<file path="src/rtl/pc_pkg.sv">
// Shared program-counter constants and the PC load-value select encoding.
package pc_pkg;

  localparam int          ADDR_W       = 10;
  localparam logic [9:0]  PC_RESET_VAL = 10'h001;
  localparam logic [9:0]  PC_WRAP_VAL  = 10'h001;
  localparam logic [9:0]  INTR_VEC     = 10'h3FF;

  typedef enum logic [1:0] {
    PC_SEL_IMM   = 2'b00,
    PC_SEL_STACK = 2'b01,
    PC_SEL_INTR  = 2'b10
  } pc_sel_t;

endpackage

</file>
<file path="src/rtl/pc_return_stack_if.sv">
// Control-unit / PC side signals of the return-address stack.
interface pc_return_stack_if #(
  parameter int ADDR_W = 10,
  parameter int DEPTH  = 8
);
  localparam int CNT_W = $clog2(DEPTH) + 1;

  logic [ADDR_W-1:0] PC_COUNT;
  logic [ADDR_W-1:0] IMM_ADDR;
  logic [1:0]        PC_MUX_SEL;
  logic              PUSH;
  logic              POP;
  logic [ADDR_W-1:0] PC_DIN;
  logic              EMPTY;
  logic              FULL;
  logic [CNT_W-1:0]  COUNT;
  logic              OVF;
  logic              UNF;

  modport master (
    output PC_COUNT, IMM_ADDR, PC_MUX_SEL, PUSH, POP,
    input  PC_DIN, EMPTY, FULL, COUNT, OVF, UNF
  );

  modport slave (
    input  PC_COUNT, IMM_ADDR, PC_MUX_SEL, PUSH, POP,
    output PC_DIN, EMPTY, FULL, COUNT, OVF, UNF
  );
endinterface

</file>
<file path="src/rtl/pc_return_stack_lifo.sv">
// Return-address LIFO: storage, occupancy count and sticky overflow/underflow flags.
// With RAS_WRAP_EN defined, a push while full overwrites the oldest entry (circular storage).
module ras_lifo #(
  parameter int ADDR_W = 10,
  parameter int DEPTH  = 8,
  localparam int PTR_W = $clog2(DEPTH),
  localparam int CNT_W = PTR_W + 1
) (
  input  logic              CLK,
  input  logic              RST,
  input  logic              push,
  input  logic              pop,
  input  logic [ADDR_W-1:0] push_data,
  output logic [ADDR_W-1:0] top,
  output logic [CNT_W-1:0]  count,
  output logic              empty,
  output logic              full,
  output logic              ovf,
  output logic              unf
);

  logic [ADDR_W-1:0] mem_q [DEPTH];
  logic [ADDR_W-1:0] mem_d [DEPTH];
  logic [CNT_W-1:0]  count_q, count_d;
  logic              ovf_q, ovf_d;
  logic              unf_q, unf_d;
  logic [PTR_W-1:0]  head_q;
  logic [PTR_W-1:0]  top_idx, cnt_idx;

`ifdef RAS_WRAP_EN
  logic [PTR_W-1:0]  head_d;
`else
  assign head_q = '0;
`endif

  // Logical slot i lives at physical (head + i); head only moves in wrap mode.
  assign top_idx = head_q + PTR_W'(count_q - 1'b1);
  assign cnt_idx = head_q + PTR_W'(count_q);

  assign empty = (count_q == '0);
  assign full  = (count_q == CNT_W'(DEPTH));
  assign top   = empty ? '0 : mem_q[top_idx];
  assign count = count_q;
  assign ovf   = ovf_q;
  assign unf   = unf_q;

  always_comb begin
    mem_d   = mem_q;
    count_d = count_q;
    ovf_d   = ovf_q;
    unf_d   = unf_q;
`ifdef RAS_WRAP_EN
    head_d  = head_q;
`endif
    if (push && pop) begin
      if (empty) begin
        mem_d[cnt_idx] = push_data;
        count_d        = count_q + 1'b1;
        unf_d          = 1'b1;
      end else begin
        mem_d[top_idx] = push_data;
      end
    end else if (push) begin
      if (!full) begin
        mem_d[cnt_idx] = push_data;
        count_d        = count_q + 1'b1;
      end else begin
        ovf_d = 1'b1;
`ifdef RAS_WRAP_EN
        mem_d[head_q] = push_data;
        head_d        = head_q + 1'b1;
`endif
      end
    end else if (pop) begin
      if (!empty) count_d = count_q - 1'b1;
      else        unf_d   = 1'b1;
    end
  end

  always_ff @(posedge CLK) begin
    if (RST) begin
      for (int i = 0; i < DEPTH; i++) mem_q[i] <= '0;
      count_q <= '0;
      ovf_q   <= 1'b0;
      unf_q   <= 1'b0;
`ifdef RAS_WRAP_EN
      head_q  <= '0;
`endif
    end else begin
      mem_q   <= mem_d;
      count_q <= count_d;
      ovf_q   <= ovf_d;
      unf_q   <= unf_d;
`ifdef RAS_WRAP_EN
      head_q  <= head_d;
`endif
    end
  end

endmodule

</file>
<file path="src/rtl/pc_return_stack.sv">
// PC load-value generator: return-address adder, LIFO of return addresses and PC_DIN mux.
// Optional RAS_WRAP_EN makes push-while-full overwrite the oldest entry.
module pc_return_stack #(
  parameter int                     ADDR_W   = pc_pkg::ADDR_W,
  parameter int                     DEPTH    = 8,
  parameter logic [ADDR_W-1:0]      INTR_VEC = ADDR_W'(pc_pkg::INTR_VEC)
) (
  input  logic               CLK,
  input  logic               RST,
  pc_return_stack_if.slave   bus
);
  import pc_pkg::*;

  localparam int CNT_W = $clog2(DEPTH) + 1;

  logic [ADDR_W-1:0] ret_addr;
  logic [ADDR_W-1:0] stack_top;
  logic [ADDR_W-1:0] pc_din;
  logic [CNT_W-1:0]  count;

  // Matches the PC's own wrap: incrementing past the last address lands on 1, not 0.
  assign ret_addr = (bus.PC_COUNT == '1) ? ADDR_W'(PC_WRAP_VAL) : bus.PC_COUNT + 1'b1;

  ras_lifo #(
    .ADDR_W (ADDR_W),
    .DEPTH  (DEPTH)
  ) u_lifo (
    .CLK       (CLK),
    .RST       (RST),
    .push      (bus.PUSH),
    .pop       (bus.POP),
    .push_data (ret_addr),
    .top       (stack_top),
    .count     (count),
    .empty     (bus.EMPTY),
    .full      (bus.FULL),
    .ovf       (bus.OVF),
    .unf       (bus.UNF)
  );

  assign bus.COUNT = count;

  always_comb begin
    pc_din = bus.IMM_ADDR;
    case (pc_sel_t'(bus.PC_MUX_SEL))
      PC_SEL_STACK: pc_din = stack_top;
      PC_SEL_INTR:  pc_din = INTR_VEC;
      default:      pc_din = bus.IMM_ADDR;
    endcase
  end

  assign bus.PC_DIN = pc_din;

endmodule

</file>
<file path="src/flat_wrapper.sv">
// flat-port wrapper written by rule: the top's interface ports become plain ports
module pc_return_stack_flat import pc_pkg::*;
#(
  parameter int                     ADDR_W   = pc_pkg::ADDR_W,
  parameter int                     DEPTH    = 8,
  parameter logic [ADDR_W-1:0]      INTR_VEC = ADDR_W'(pc_pkg::INTR_VEC)
)
  (CLK, RST, bus_PC_COUNT, bus_IMM_ADDR, bus_PC_MUX_SEL, bus_PUSH, bus_POP, bus_PC_DIN, bus_EMPTY, bus_FULL, bus_COUNT, bus_OVF, bus_UNF);
  pc_return_stack_if #(.ADDR_W(ADDR_W), .DEPTH(DEPTH)) bus_i ();
  input  logic CLK;
  input  logic RST;
  input wire logic [$bits(bus_i.PC_COUNT)-1:0] bus_PC_COUNT;
  input wire logic [$bits(bus_i.IMM_ADDR)-1:0] bus_IMM_ADDR;
  input wire logic [$bits(bus_i.PC_MUX_SEL)-1:0] bus_PC_MUX_SEL;
  input wire logic [$bits(bus_i.PUSH)-1:0] bus_PUSH;
  input wire logic [$bits(bus_i.POP)-1:0] bus_POP;
  output wire logic [$bits(bus_i.PC_DIN)-1:0] bus_PC_DIN;
  output wire logic [$bits(bus_i.EMPTY)-1:0] bus_EMPTY;
  output wire logic [$bits(bus_i.FULL)-1:0] bus_FULL;
  output wire logic [$bits(bus_i.COUNT)-1:0] bus_COUNT;
  output wire logic [$bits(bus_i.OVF)-1:0] bus_OVF;
  output wire logic [$bits(bus_i.UNF)-1:0] bus_UNF;
  assign bus_i.PC_COUNT = bus_PC_COUNT;
  assign bus_i.IMM_ADDR = bus_IMM_ADDR;
  assign bus_i.PC_MUX_SEL = bus_PC_MUX_SEL;
  assign bus_i.PUSH = bus_PUSH;
  assign bus_i.POP = bus_POP;
  assign bus_PC_DIN = bus_i.PC_DIN;
  assign bus_EMPTY = bus_i.EMPTY;
  assign bus_FULL = bus_i.FULL;
  assign bus_COUNT = bus_i.COUNT;
  assign bus_OVF = bus_i.OVF;
  assign bus_UNF = bus_i.UNF;
  pc_return_stack #(.ADDR_W(ADDR_W), .DEPTH(DEPTH), .INTR_VEC(INTR_VEC)) u_core (.CLK(CLK), .RST(RST), .bus(bus_i));
endmodule
</file>
<file path="config.mk">
export PLATFORM = sky130hd
export DESIGN_NAME = pc_return_stack_flat
export DESIGN_NICKNAME = d
export VERILOG_FILES = /design/src/rtl/pc_pkg.sv /design/src/rtl/pc_return_stack_if.sv /design/src/rtl/pc_return_stack_lifo.sv /design/src/rtl/pc_return_stack.sv /design/src/flat_wrapper.sv
export SDC_FILE = /design/constraint.sdc
export NUM_CORES = 1
export LEC_CHECK = 0
export CELL_PAD_IN_SITES_DETAIL_PLACEMENT = 1
export CELL_PAD_IN_SITES_GLOBAL_PLACEMENT = 1
export CORE_MARGIN = 2
export CORE_UTILIZATION = 47
export DETAILED_ROUTE_END_ITERATION = 10
export PLACE_DENSITY = 0.87
export SLEW_MARGIN = 20
export SYNTH_ARGS = -nofsm -noshare
export SYNTH_HDL_FRONTEND = slang
export SYNTH_SLANG_ARGS = --single-unit
</file>
<file path="constraint.sdc">
create_clock -name CLK -period 9.8 [get_ports CLK]
set_clock_uncertainty 0.1 [all_clocks]
set_input_delay 1.96 -clock CLK [delete_from_list [all_inputs] [get_ports CLK]]
set_output_delay 1.96 -clock CLK [all_outputs]
set_load 0.01 [all_outputs]
</file>
# Yosys cells after proc, flatten, opt, wreduce, memory -nomap -nowiden
# Index checks and enable logic that the tools add are counted.
# Widths: inputs -> output; s select.
word_totals:
  rom_bits: 0
  n_memories: 0
  out_inout_bits: 18
  latch_bits: 0
  elab_cells: 67
  reg_bits: 86
  ramBits: 0
  input_bits: 26
classes:
  magnitude_cmp: 4
  n_reduce_logical: 11
  n_addsub: 3
  shift: 0
  n_mul: 0
  n_div: 0
  n_eq_ne: 9
  mux: 26
  bitwise: 3
op_table:
  columns: ["op", "count"]
  rows:
  - ["$mux 80", 4]
  - ["$bwmux 80", 2]
  - ["$demux 10 s3", 2]
  - ["$mux 10", 6]
  - ["$bmux 10 s3", 1]
  - ["$mux 4", 6]
  - ["$pmux 10 s2", 1]
  - ["$add 10x1->10 const B", 1]
  - ["$eq 10x10->1 const B", 1]
  - ["$ge 4x4->1 const B", 2]
  - ["$lt 4x1->1 const B", 2]
  - ["$not 3->4", 2]
  - ["$ne 3x2->1 const B", 2]
  - ["$add 4x1->4 const B", 1]
  - ["$eq 4x4->1 const B", 1]
  - ["$logic_not 4->1", 1]
  - ["$mux 1", 4]
  - ["$ne 2x1->1 const B", 2]
  - ["$reduce_and 2->1", 2]
  - ["$reduce_and 4->1", 1]
  - ["$reduce_bool 2->1", 2]
  - ["$sub 4x1->4 const B", 1]
  - ["$logic_and 1x1->1", 3]
  - ["$reduce_and 3->1", 1]
  - ["other kinds (5)", 5]

# Logic depth before layout (Yosys ltp)
# Gate-level depths: netlist of the first run.
logic_depth:
  word_depth: 9
  ltp_mapped: 13
  depth_no_buf: 8

# By module
# A second synthesis of the first run with hierarchy kept.
unflattened:
  hier_cells: 485
  hier_area_um2: 4586.9
by_module_without_submodules:
  columns: ["mod", "instances", "area_per_inst_um2", "cells_per_inst"]
  rows:
  - ["ras_lifo", 1, 4209.0, 417]
  - ["pc_return_stack", 1, 377.9, 68]

# Least setup slack after synthesis of the first run
# Ideal clock, no wire load.
synth_path:
  kind: "input to output"
  from: "input bus_PC_MUX_SEL[0]"
  to: "output bus_PC_DIN[3]"
  path_buffers: 1
  setup_slack_ns: 4.432
  path_stages: 6
  arrival_ns: 3.308
  t_required_ns: 7.740
  path_cell_list: "inv_1 -> ha_1 -> or2_2 -> buf_1 -> a21oi_1 -> nor3_1"
synth_between:
  elab_chain_cells: 2
  elab_cells_between_ends: 3
synth_rtl:
  columns: ["item", "line", "source"]
  rows:
  - ["from (decl)", "flat_wrapper.sv:14", "input wire logic [$bits(bus_i.PC_MUX_SEL)-1:0] bus_PC_MUX_SEL;"]
  - ["$eq 2x2->1 / $eq 2x1->1 (equally long branches)", "pc_return_stack.sv:45", "case (pc_sel_t'(bus.PC_MUX_SEL))"]
  - ["$pmux 10 s2 (*)", "pc_return_stack.sv:45", null]
  - ["to (decl)", "flat_wrapper.sv:17", "output wire logic [$bits(bus_i.PC_DIN)-1:0] bus_PC_DIN;"]
# Mark *: on every way between the ends. The rest lies on a longest branch, timed or not.

# Worst setup path in the final report of the first run
layout_path:
  from: "input bus_PC_MUX_SEL[0]"
  to: "output bus_PC_DIN[9]"
# The elaborated chain is that of the path after synthesis.

==> impl_metrics.env, run 1 <==
export IMPL_status="completed"
export IMPL_switchingPower_mw=0.706
export IMPL_power_leakage_nw=2.41
export IMPL_synth_compound_area_share_pct=16.2
export IMPL_syn_inst=567
export IMPL_worstSetupStartpoint="bus_PC_MUX_SEL[0]"
export IMPL_holdCritPathClass="register to register"
export IMPL_synth_avg_cell_area_sq_um=8.43
export IMPL_post_cts_setup_buffers=0
export IMPL_hold_start="u_core.u_lifo.unf"
export IMPL_worst_ep_required_time_ps=7740
export IMPL_grtUsageTotal_pct=28.0
export IMPL_drive_gt1_share_pct=7.58
export IMPL_drt_iter0_drc=194
export IMPL_max_freq_mhz=141
export IMPL_synth_edff_count=0
export IMPL_clock_path_buffers=2
export IMPL_drc=0
export IMPL_max_cap_violations=0
export IMPL_wl_per_cell_um=21.0
export IMPL_fp_dieW_um=105
export IMPL_ios=44
export IMPL_synth_top_family_by_area="multiplexers"
export IMPL_endpoint_kind="primary output"
export IMPL_synthDistinctLibCells=52
export IMPL_tritoncts="done"
export IMPL_core_rowCount=36
export IMPL_grt_ovfl_total=0
export IMPL_finalWirelength_um=15300
export IMPL_ir_drop_v=0.000169
export IMPL_start_util_pct=48.7
export IMPL_dp_hpwl_um=10100
export IMPL_post_route_period_util_pct=72.4
export IMPL_cts_repair_resized=0
export IMPL_via_count=4410
export IMPL_synth_fa_ha_area_share_pct=1.57
export IMPL_slew_violations=0
export IMPL_place_gp_congestion=0.835
export IMPL_final_area_sq_um=5510
export IMPL_layout_commonest_cell="nor2_1"
export IMPL_clk_latency_ps=360
export IMPL_synth_async_sr_flop_share_pct=0
export IMPL_slew_headroom_pct=30.4
export IMPL_nets=621
export IMPL_syn_to_final_growth_pct=15.4
export IMPL_finalSetupTns_ps=0
export IMPL_finish_utilization_pct=56.2
export IMPL_ys_flop_type="dfxtp_1"
export IMPL_diodes=0
export IMPL_grt_pass1_vias=4554
export IMPL_antenna_found_initial=0
export IMPL_yosysSeqAreaShare_pct=36.0
export IMPL_io_buffers=43
export IMPL_seq_power_share_pct=29.3
export IMPL_path_clk_slew_ps=80
export IMPL_cts_sinks=86
export IMPL_cp_start_kind="input port"
export IMPL_die_h_um=105
export IMPL_syn_cell_area_sq_um=4780
export IMPL_cts_made_buffers=9
export IMPL_root_buffer="clkbuf_8"
export IMPL_vias_per_cell=6.07
export IMPL_fp_dieArea_sq_um=11000
export IMPL_yosys_register_bits=86
export IMPL_core_sq_um=9820
export IMPL_path_class="input port to primary output"
export IMPL_dr_pass1_iters=5
export IMPL_internal_power_mw=0.868
export IMPL_rsz0062_at_grt="false"
export IMPL_ant_nets=0
export IMPL_arrival_ps=5040
export IMPL_cts_max_level=3
export IMPL_tightest_slew_ps=1040
export IMPL_p_comb_share_pct=52.5
export IMPL_synthXorXnorAreaFrac_pct=1.83
export IMPL_place_area_sq_um=5290
export IMPL_switching_share_pct=44.8
export IMPL_grt_pass1_wl_um=24300
export IMPL_ys_warnings_count=0
export IMPL_period_minus_slack_ps=7100
export IMPL_setup_viol=0
export IMPL_r2r_start="u_core.u_lifo.count[0]"
export IMPL_p_clk_share_pct=18.2
export IMPL_postCtsHoldBufs=0
export IMPL_p_per_area_nw_per_um2=285
export IMPL_synthSimpleGateAreaFrac_pct=18.6
export IMPL_grt_max_degree=82
export IMPL_synth_net_count=599
export IMPL_hold_viol_final=0
export IMPL_path_max_fanout=12
export IMPL_final_cell_mix="94 x nor2_1, 86 x dfxtp_1, 84 x mux2i_1"
export IMPL_synth_mux_area_share_pct=20.2
==> cell usage after synthesis, types with 5 or more instances <==
cell type	instances	area (sq um)
a221oi_1	10	87.6
a211oi_1	6	45.0
o21ai_0	22	110
nand3_1	14	70.1
a21oi_1	36	180
nor2b_1	6	37.5
dfxtp_1	86	1720
buf_2	10	50.1
clkbuf_1	25	93.8
a211o_1	7	61.3
and3_1	8	50.1
nor3_1	13	65.1
a31oi_1	7	43.8
buf_4	6	45.0
nand2b_1	6	37.5
ha_1	6	75.1
nand2_1	35	131
nor2_1	94	353
xnor2_1	6	52.6
o221ai_1	7	61.3
inv_1	16	60.1
mux4_2	5	113
mux2i_1	84	841
==> area by class of cell <==
class | count | area (sq um)
tap | 133 | 166
inverter | 17 | 66.3
sequential | 86 | 1720
timing repair buffer | 55 | 515
clock inverter | 7 | 101
multi-input combinational | 420 | 2820
fill | 1196 | 4310
clock buffer | 9 | 124
==> worst paths after layout <==
path | end | slack, ps | depth (start not counted)
min reg2reg | u_core.u_lifo.unf | 380 | 2
max reg2reg | u_core.u_lifo.mem_q[71] | 5480 | 9
max | bus_PC_DIN[9] | 2700 | 7
min | u_core.u_lifo.unf | 380 | 2
==> cell families (layout without fill, tap and decap cells) <==
group,Yosys count,after routing
AND/OR/NAND/NOR,197,197
AO/OA/AOI/OAI,117,117
multiplexers,90,90
flip-flops,86,86
buffers and inverters,61,88
XOR/XNOR,10,10
adder cells (fa/ha/maj),6,6
==> metal layers <==
layer	up-vias	GRT usage (%)	part of all wire, %
met3	24	4.87	5.2
met4	0	9.14	2.0
met5	-	0	0
met1	2186	34.5	42
met2	135	49.3	51
li1	2065	-	-
==> power by group through the flow <==
stage | Combinational, mW | Sequential, mW | Clock [mW]
2_1_floorplan | 0.568 | 0.454 | 0
3_3_place_gp | 0.784 | 0.461 | 0
3_5_place_dp | 0.807 | 0.467 | 0
4_1_cts | 0.820 | 0.460 | 0.290
5_1_grt | 0.891 | 0.470 | 0.303
6_report | 0.826 | 0.461 | 0.286
==> stage by stage <==
| stage | std cells | power (mW) | hold WS, ps | setup slack [ps] |
|---|---|---|---|---|
| after floorplan | 567 | 1.02 | 355 | 4430 |
| after global placement | 711 | 1.24 | 349 | 2850 |
| after detailed placement | 711 | 1.27 | 362 | 2770 |
| after CTS | 727 | 1.57 | 382 | 2770 |
| after global routing | 727 | 1.66 | 426 | 2670 |
| final | 727 | 1.57 | 376 | 2700 |
==> registers in the layout, indices dropped and copies added, names as in the netlist <==
register	cells
u_core.u_lifo.mem_q	80
u_core.u_lifo.count	4
u_core.u_lifo.ovf	1
u_core.u_lifo.unf	1
==> critical path, stage by stage <==
cell and delay, ps:
clkdlybuf4s50_1 510, inv_1 60, ha_1 500, or2_2 460, a21oi_1 830, a221oi_1 160
clkdlybuf4s50_1 550
Power figures use the tool's default switching activity.
==> inputs of run 2 (changes only) <==
--- a/config.mk
+++ b/config.mk
@@ -8,9 +8,9 @@
 export CELL_PAD_IN_SITES_DETAIL_PLACEMENT = 1
 export CELL_PAD_IN_SITES_GLOBAL_PLACEMENT = 1
 export CORE_MARGIN = 2
-export CORE_UTILIZATION = 47
+export CORE_UTILIZATION = 44
 export DETAILED_ROUTE_END_ITERATION = 10
-export PLACE_DENSITY = 0.87
+export PLACE_DENSITY = 0.82
 export SLEW_MARGIN = 20
 export SYNTH_ARGS = -nofsm -noshare
 export SYNTH_HDL_FRONTEND = slang
==> constraint.sdc (replaced) <==
create_clock -name CLK -period 7.05 [get_ports CLK]
set_clock_uncertainty 0.1 [all_clocks]
set_input_delay 1.41 -clock CLK [delete_from_list [all_inputs] [get_ports CLK]]
set_output_delay 1.41 -clock CLK [all_outputs]
set_load 0.01 [all_outputs]
==> run 2 against run 1 <==
  * Setup slack worse by 1500 ps
  * Sequential share of layout area up 0.19 points
  * Register-to-register slack lost 2200 ps
  * Non-clock buffer count is 3 lower
  * Final cell count rose by 0.55%
  * Worst hold slack gained 4.1 ps
  * Global-route usage fell by 1.3 points
==> impl_metrics.env, run 2 (same netlist as run 1, synthesis figures left out) <==
export IMPL_period_minus_slack_ps=5830
export IMPL_switchingPower_mw=0.980
export IMPL_ant_nets=0
export IMPL_hold_viol_final=0
export IMPL_setup_viol=0
export IMPL_path_clk_slew_ps=90
export IMPL_syn_to_final_growth_pct=14.7
export IMPL_p_per_area_nw_per_um2=392
export IMPL_hold_start="u_core.u_lifo.ovf"
export IMPL_slew_violations=0
export IMPL_place_area_sq_um=5290
export IMPL_tritoncts="done"
export IMPL_postCtsHoldBufs=0
export IMPL_cp_start_kind="input port"
export IMPL_antenna_found_initial=0
export IMPL_drc=0
export IMPL_fp_dieArea_sq_um=11700
export IMPL_die_h_um=108
export IMPL_core_rowCount=38
export IMPL_crit_chain="clkdlybuf4s50_1 -> inv_1 -> ha_1 -> or2_2 -> a21oi_1 -> nor3_1 -> clkdlybuf4s50_1"
export IMPL_drive_gt1_share_pct=7.28
export IMPL_wl_per_cell_um=20.8
export IMPL_tightest_slew_ps=1100
export IMPL_max_freq_mhz=172
export IMPL_clock_path_buffers=2
export IMPL_setup_ws_ps=1220
export IMPL_cts_max_level=3
export IMPL_worstSetupStartpoint="bus_PC_MUX_SEL[0]"
export IMPL_largest_reg_flops=80
export IMPL_p_comb_share_pct=53.7
export IMPL_grt_max_degree=82
export IMPL_layout_commonest_cell="nor2_1"
export IMPL_cts_sinks=86
export IMPL_grtUsageTotal_pct=26.6
export IMPL_layout_filler_cells=1290
export IMPL_finalWirelength_um=15200
export IMPL_seq_power_share_pct=29.9
export IMPL_holdCritPathClass="register to register"
export IMPL_switching_share_pct=45.7
export IMPL_place_gp_congestion=0.800
export IMPL_r2r_start="u_core.u_lifo.count[1]"
export IMPL_vias_per_cell=6.08
export IMPL_fp_dieW_um=108
export IMPL_r2r_setup_slack_ps=3280
export IMPL_core_sq_um=10700
export IMPL_final_area_sq_um=5480
export IMPL_post_route_period_util_pct=82.7
export IMPL_worst_ep_required_time_ps=5540
export IMPL_start_util_pct=44.7
export IMPL_ir_drop_v=0.000315
export IMPL_drt_iter0_drc=274
export IMPL_nets=618
export IMPL_status="completed"
export IMPL_clk_latency_ps=370
export IMPL_crit_top_cell="clkdlybuf4s50_1"
export IMPL_finalSetupTns_ps=0
export IMPL_critPathSlowestCell="a21oi_1"
export IMPL_grt_pass1_wl_um=23900
export IMPL_grt_ovfl_total=0
export IMPL_cts_repair_resized=0
export IMPL_via_count=4445
export IMPL_p_clk_share_pct=16.4
export IMPL_internal_power_mw=1.17
export IMPL_root_buffer="clkbuf_8"
export IMPL_diodes=0
export IMPL_cts_made_buffers=9
export IMPL_slew_headroom_pct=26.9
export IMPL_power_leakage_nw=2.39
export IMPL_cp_slowest_stage_delay_ps=780
export IMPL_post_cts_setup_buffers=0
export IMPL_grt_pass1_vias=4550
export IMPL_io_buffers=43
export IMPL_endpoint_kind="primary output"
export IMPL_dr_pass1_iters=5
export IMPL_ios=44
export IMPL_post_place_ws_ps=1270
export IMPL_dp_hpwl_um=10300
export IMPL_finish_utilization_pct=51.2
export IMPL_path_max_fanout=12
export IMPL_path_class="input port to primary output"
export IMPL_final_cell_mix="93 x nor2_1, 86 x dfxtp_1, 84 x mux2i_1"
export IMPL_rsz0062_at_grt="false"
export IMPL_arrival_ps=4320
export IMPL_regMostFlops="u_core.u_lifo.mem_q"
export IMPL_max_cap_violations=0
-- run 2: final timing paths --
path | to | cells after the start
max | bus_PC_DIN[3] | 7
min | u_core.u_lifo.ovf | 2
max reg2reg | u_core.u_lifo.mem_q[20] | 9
min reg2reg | u_core.u_lifo.ovf | 2
-- run 2: critical path, delay by kind of cell --
| family | cells | cell delay (ps) |
|---|---|---|
| AOI/OAI and AO/OA | 1 | 780 |
| adders and majority gates | 1 | 460 |
| buffers and inverters | 3 | 1060 |
| and+or+nand+nor | 2 | 610 |
-- run 2: stage by stage --
| stage | hold WS [ps] | power [mW] | instances |
|---|---|---|---|
| after floorplan | 355 | 1.42 | 567 |
| after global placement | 354 | 1.74 | 715 |
| after detailed placement | 368 | 1.79 | 715 |
| after CTS | 390 | 2.14 | 731 |
| after global routing | 419 | 2.26 | 731 |
| final | 380 | 2.15 | 731 |
-- run 2: final cells by class --
class | instances | area (sq um) | area share [%]
Multi-Input combinational cell | 420 | 2830 | 51.7
Sequential cell | 86 | 1720 | 31.4
Timing Repair Buffer | 52 | 493 | 8.99
Tap cell | 140 | 175 | 3.20
Clock buffer | 11 | 131 | 2.40
Inverter | 17 | 66.3 | 1.21
Clock inverter | 5 | 60.1 | 1.10
-- run 2: routing by layer --
| layer | global-route usage [%] | up-vias | wire, um |
|---|---|---|---|
| met5 | 0 | - | 0 |
| met1 | 32.4 | 2217 | 6330 |
| met3 | 4.94 | 41 | 682 |
| li1 | - | 2055 | - |
| met4 | 12.0 | 0 | 525 |
| met2 | 45.7 | 132 | 7640 |
-- run 2: power by group through the flow --
stage	clock, mW	sequential, mW	combinational, mW
after floorplan	0	0.631	0.790
after global placement	0	0.643	1.10
after detailed placement	0	0.651	1.14
after CTS	0.355	0.640	1.14
after global routing	0.371	0.653	1.24
final	0.352	0.641	1.15
